File: config.mk
export PLATFORM = sky130hd
export DESIGN_NAME = bs_gnrtr_n_rbtr
export DESIGN_NICKNAME = d
export VERILOG_FILES = /design/src/rtl/bs_pkg.sv /design/src/rtl/bs_rr_arbiter.sv /design/src/rtl/bs_gnrtr_n_rbtr.sv
export SDC_FILE = /design/constraint.sdc
export NUM_CORES = 1
export LEC_CHECK = 0
export ABC_AREA = 0
export CORE_MARGIN = 1.5
export CORE_UTILIZATION = 31
export DETAILED_ROUTE_END_ITERATION = 10
export MAX_ROUTING_LAYER = met4
export PLACE_DENSITY_LB_ADDON = 0.05
export SLEW_MARGIN = 20
export SYNTH_ARGS = -nofsm -noshare
export SYNTH_HDL_FRONTEND = slang
export SYNTH_SLANG_ARGS = --single-unit
File: constraint.sdc
create_clock -name clk -period 1.8 [get_ports clk]
set_clock_uncertainty 0.15 [all_clocks]
set_input_delay 0.27 -clock clk [delete_from_list [all_inputs] [get_ports clk]]
set_output_delay 0.27 -clock clk [all_outputs]
set_load 0.005 [all_outputs]
File: src/rtl/bs_pkg.sv
// Shared types and helpers for the bus generator/arbiter: FSM states, header width, broadcast ID.
package bs_pkg;

  typedef enum logic [1:0] {IDLE, POP, PUSH} bs_state_e;

  localparam int ID_W = 8;
  localparam logic [ID_W-1:0] BROADCAST = 8'hFF;
  localparam int PKT_MAX_W = 256;

  function automatic int idx_w(input int n);
    return (n > 1) ? $clog2(n) : 1;
  endfunction

  // Destination ID sits in the top ID_W bits of a pkt_w-wide packet.
  function automatic logic [ID_W-1:0] dest_id(input logic [PKT_MAX_W-1:0] pkt, input int pkt_w);
    return ID_W'(pkt >> (pkt_w - ID_W));
  endfunction

endpackage

File: src/rtl/bs_rr_arbiter.sv
// Round-robin pick among pending drivers, searching upward from rr_ptr with wrap.
// Purely combinational; a pending driver is granted within drvrs arbitration rounds.
module bs_rr_arbiter
  import bs_pkg::*;
#(
  parameter int drvrs = 4,
  localparam int IDX_W = idx_w(drvrs)
) (
  input  logic [drvrs-1:0] req,
  input  logic [IDX_W-1:0] rr_ptr,
  output logic [IDX_W-1:0] gnt_idx,
  output logic             gnt_vld
);

  always_comb begin : arb
    int unsigned k;
    logic [IDX_W-1:0] idx;
    gnt_idx = '0;
    gnt_vld = 1'b0;
    k       = 0;
    idx     = '0;
    for (int i = 0; i < drvrs; i++) begin
      k = int'(rr_ptr) + i;
      if (k >= drvrs) k = k - drvrs;
      idx = IDX_W'(k);
      if (!gnt_vld && req[idx]) begin
        gnt_vld = 1'b1;
        gnt_idx = idx;
      end
    end
  end

endmodule

File: src/rtl/bs_gnrtr_n_rbtr.sv
// Per-bus FSM: arbitrate, pop one packet, push to decoded destination(s); 3 cycles per packet, no stall input.
// Optional BS_DROP_CNT_EN adds a saturating per-bus counter of packets dropped for an invalid destination.
module bs_gnrtr_n_rbtr
  import bs_pkg::*;
#(
  parameter int              bits      = 1,
  parameter int              drvrs     = 4,
  parameter int              pckg_sz   = 16,
  parameter logic [ID_W-1:0] broadcast = BROADCAST
) (
  input  logic               clk,
  input  logic               reset,
  input  logic               pndng  [bits-1:0][drvrs-1:0],
  input  logic [pckg_sz-1:0] D_pop  [bits-1:0][drvrs-1:0],
  output logic               pop    [bits-1:0][drvrs-1:0],
  output logic               push   [bits-1:0][drvrs-1:0],
  output logic [pckg_sz-1:0] D_push [bits-1:0][drvrs-1:0]
`ifdef BS_DROP_CNT_EN
  ,
  output logic [7:0]         drop_cnt [bits-1:0]
`endif
);

  localparam int IDX_W = idx_w(drvrs);

  for (genvar b = 0; b < bits; b++) begin : g_bus
    bs_state_e          state_q, state_d;
    logic [IDX_W-1:0]   gnt_q, gnt_d, rr_q, rr_d, arb_idx;
    logic               arb_vld;
    logic [pckg_sz-1:0] data_q, data_d;
    logic [drvrs-1:0]   req, push_vec;
    logic [ID_W-1:0]    dst;

    for (genvar i = 0; i < drvrs; i++) begin : g_drv
      assign req[i]       = pndng[b][i];
      assign pop[b][i]    = (state_q == POP) && (gnt_q == IDX_W'(i));
      assign push[b][i]   = push_vec[i];
      assign D_push[b][i] = data_q;
    end

    bs_rr_arbiter #(.drvrs(drvrs)) u_arb (
      .req     (req),
      .rr_ptr  (rr_q),
      .gnt_idx (arb_idx),
      .gnt_vld (arb_vld)
    );

    assign dst = dest_id(PKT_MAX_W'(data_q), pckg_sz);

    always_comb begin
      state_d  = state_q;
      gnt_d    = gnt_q;
      rr_d     = rr_q;
      data_d   = data_q;
      push_vec = '0;
      case (state_q)
        IDLE: begin
          if (arb_vld) begin
            gnt_d   = arb_idx;
            state_d = POP;
          end
        end
        POP: begin
          data_d  = D_pop[b][gnt_q];
          state_d = PUSH;
        end
        PUSH: begin
          // Unicast wins over broadcast should the two ID ranges ever overlap.
          for (int i = 0; i < drvrs; i++) begin
            if (dst < ID_W'(drvrs)) push_vec[i] = (dst == ID_W'(i));
            else if (dst == broadcast) push_vec[i] = (gnt_q != IDX_W'(i));
          end
          rr_d    = (gnt_q == IDX_W'(drvrs - 1)) ? '0 : gnt_q + 1'b1;
          state_d = IDLE;
        end
        default: state_d = IDLE;
      endcase
    end

    always_ff @(posedge clk or posedge reset) begin
      if (reset) begin
        state_q <= IDLE;
        gnt_q   <= '0;
        rr_q    <= '0;
        data_q  <= '0;
      end else begin
        state_q <= state_d;
        gnt_q   <= gnt_d;
        rr_q    <= rr_d;
        data_q  <= data_d;
      end
    end

`ifdef BS_DROP_CNT_EN
    logic       is_drop;
    logic [7:0] drop_q, drop_d;

    assign is_drop = (dst >= ID_W'(drvrs)) && (dst != broadcast);

    always_comb begin
      drop_d = drop_q;
      if ((state_q == PUSH) && is_drop && (drop_q != 8'hFF)) drop_d = drop_q + 8'd1;
    end

    always_ff @(posedge clk or posedge reset) begin
      if (reset) drop_q <= '0;
      else       drop_q <= drop_d;
    end

    assign drop_cnt[b] = drop_q;
`endif
  end

endmodule

==> impl_metrics.toml <==
[synth]
synth.area.mux_share = 0.3140
synth.area.top_cells = "dfrtp_1, buf_4, mux4_1, mux2_2, mux4_2"
synth_most_common_cell = "buf_4"
synth-adder-area-share = 0.02667
syn_area_mm2 = 0.001877
yosys_warnings = 0
ys_types = 30
yosys.area_share.simple = 0.05800
synthFlopType = "dfrtp_1"
syn-mean-instance-area_um2 = 11.59
synth_commonest_cells = "buf_4, dfrtp_1, mux4_1"
synth_xor_area_frac = 0
synthCells = 162
synth_edf_count = 0
synth_top_family_by_area = "multiplexers"
ys_ff_latch = 22
synth.top_cell.area_share = 0.2933
synth_top_cell_by_area = "dfrtp_1"
ys_seq_area_frac = 0.2933
async_flop_share = 1.000
synthesis.nets = 236
synth_compound_area_frac = 0.06667

[global_routing]
grt_pass1_wl_um = 7824
grt_antenna_before_repair = 0
grt_max_degree = 20
grt_pass1_vias = 1570
grt_use_total = 0.1616
gr-total-overflow = 0

[floorplanning]
start_util = 0.3189
chipHeight_um = 80.81
die_x_um = 80.81
std_cell_rows = 28
fp.dieArea_mm2 = 0.006530
coreArea_mm2 = 0.005886
ios = 142

[drt]
post_drt_wl_per_cell_um = 14.62
vias_per_cell = 4.595
drcViolationCount = 0
wl_um = 5234
drtIter0Drc = 40
dr.pass1.iters = 4
ant_nets = 0
vias = 1645

[clocking]
cts_hold_buf = 0
cts_tree = "yes"
clk_path_buf_depth = 2
cts.clk_slew.worst_paths_ns = 0.07
cts_buffers = 3
clock-root-buffer = "clkbuf_8"
clock_sinks = 22
insertion_delay_ns = 0.26
htreeDepth = 1

[sta]
grt_setup_unrepaired = "yes"
period_share = 1.168
slew_violations = 0
slew_headroom = 0.8326
finalSetupTns_ns = -1.118
fmax_ghz = 0.4756
tightest_slew_ns = 0.2511
whs_ns = 0.03904
period_needed_ns = 2.103
fin_ws_ns = -0.3028
hold_viol_final = 0
setup_viol = 4

[critical_path]
critPathMaxFanout = 3
start_kind = "flip-flop"
r2r_start = "g_bus[0].gnt_q[0]"
end_kind = "output port"
path_class = "reg2out"
crit_arrival_ns = 1.68
setup.worst_path.start = "g_bus[0].data_q[12]"
critPathRequiredTime_ns = 1.38

[cells_and_area]
antenna_cells = 0
nets = 359
syn_to_final_growth_pct = 74.53
final_util = 0.5565
drive_gt1_frac = 0.2615

[power_and_ir_drop]
ir_worst_vdd_uv = 693.0
p_leak_nw = 1.426
power_w = 0.004863
p_per_area_mw_per_mm2 = 1485

[worst_hold_path]
hold_path.class = "in2async"

[placement]
post-dp-hpwl_um = 4145
routabilityCongestion = 0.8466
port_buffers = 141

[outcome]
status = "complete, but fails checks"
violations = "setup timing"

[job]
drv_cap = 0
-- metrics by stage --
stage / area, µm² / setup WS, ns / std cells
6_report: 3276 / -0.3028 / 358
5_1_grt: 3276 / -0.4194 / 358
4_1_cts: 3229 / -0.3024 / 355
3_5_place_dp: 3100 / -0.3471 / 340
3_3_place_gp: 3100 / -0.3633 / 340
2_1_floorplan: 1877 / 0.1326 / 162
-- cells by family after synthesis --
logic type                 count (synthesis)
DFF                                       22
and+or+nand+nor                           23
adders and majority gates                  4
buffers and inverters                     65
muxes                                     31
AOI/OAI and AO/OA                         17
-- placed cells by master (no fill, tap or decap), types with 2 or more instances in the layout --
master           netlist  final
mux4_2                 5      8
dlymetal6s2s_1         0      8
and2_1                 4      4
dfrtp_1               22     21
mux2_2                10     10
buf_6                  1      2
buf_2                  4      4
mux2_4                 5      5
clkbuf_8               0      3
nand2_1                8      8
buf_4                 48     29
o32a_1                 3      3
buf_8                  0      2
nor2_1                 6      6
clkbuf_2               0      3
a21oi_1                2      2
inv_1                  9      8
o21ai_0                3      3
ha_2                   0      3
clkdlybuf4s50_1        0    125
o31ai_1                2      2
mux4_1                11      8
o22ai_1                2      2
-- registers in the layout (all words and copies together), names as in the netlist --
register,count
g_bus.data_q,16
g_bus.gnt_q,2
g_bus.state_q,2
g_bus.rr_q,2
-- worst max-delay path, stage by stage, from the launching register on --
cell and delay [ns]:
dfrtp_1 0.40, nand4_1 0.11, or3_4 0.42, buf_6 0.13, o32a_1 0.16, nor2_1 0.10
buf_2 0.12
-- layout make-up --
class | instances | area (µm²)
fill | 530 | 2610
timing repair buffer | 174 | 1667
multi-input combinational | 75 | 888.4
sequential | 22 | 551.8
tap | 75 | 93.84
clock buffer | 3 | 41.29
inverter | 9 | 33.78
-- worst paths after layout --
path,endpoint,slack [ns],depth (start not counted)
setup / recovery,push[0],-0.30,6
hold / removal,g_bus[0].data_q[6],0.04,2
setup reg to reg,g_bus[0].data_q[5],0.04,4
hold reg to reg,g_bus[0].data_q[2],0.43,1
max in group asynchronous,g_bus[0].gnt_q[0],0.97,3
min in group clk,g_bus[0].data_q[2],0.43,1
-- routing by layer --
metal,part of all wire,up-vias,global-route usage
li1,-,775,-
met1,0.39,801,0.1908
met2,0.54,63,0.2850
met3,0.060,6,0.03258
met4,0.0082,0,0.03276
met5,0,-,-
-- power breakdown --
| part | leakage (nW) | switching (W) | internal (W) |
|---|---|---|---|
| Clock | 0.0216 | 0.000148 | 0.000149 |
| Sequential | 0.260 | 0.000244 | 0.000757 |
| Combinational | 1.14 | 0.00116 | 0.00241 |
| Total | 1.43 | 0.00155 | 0.00331 |
-- timing repair --
| action | in CTS | in global routing |
|---|---|---|
| buffers inserted | 13 | 3 |
| setup endpoints to repair | 12 | 18 |
| pin swaps | 4 | 5 |
| gates resized for setup | 31 | 21 |
No activity file was read; power rests on OpenSTA's default activity.
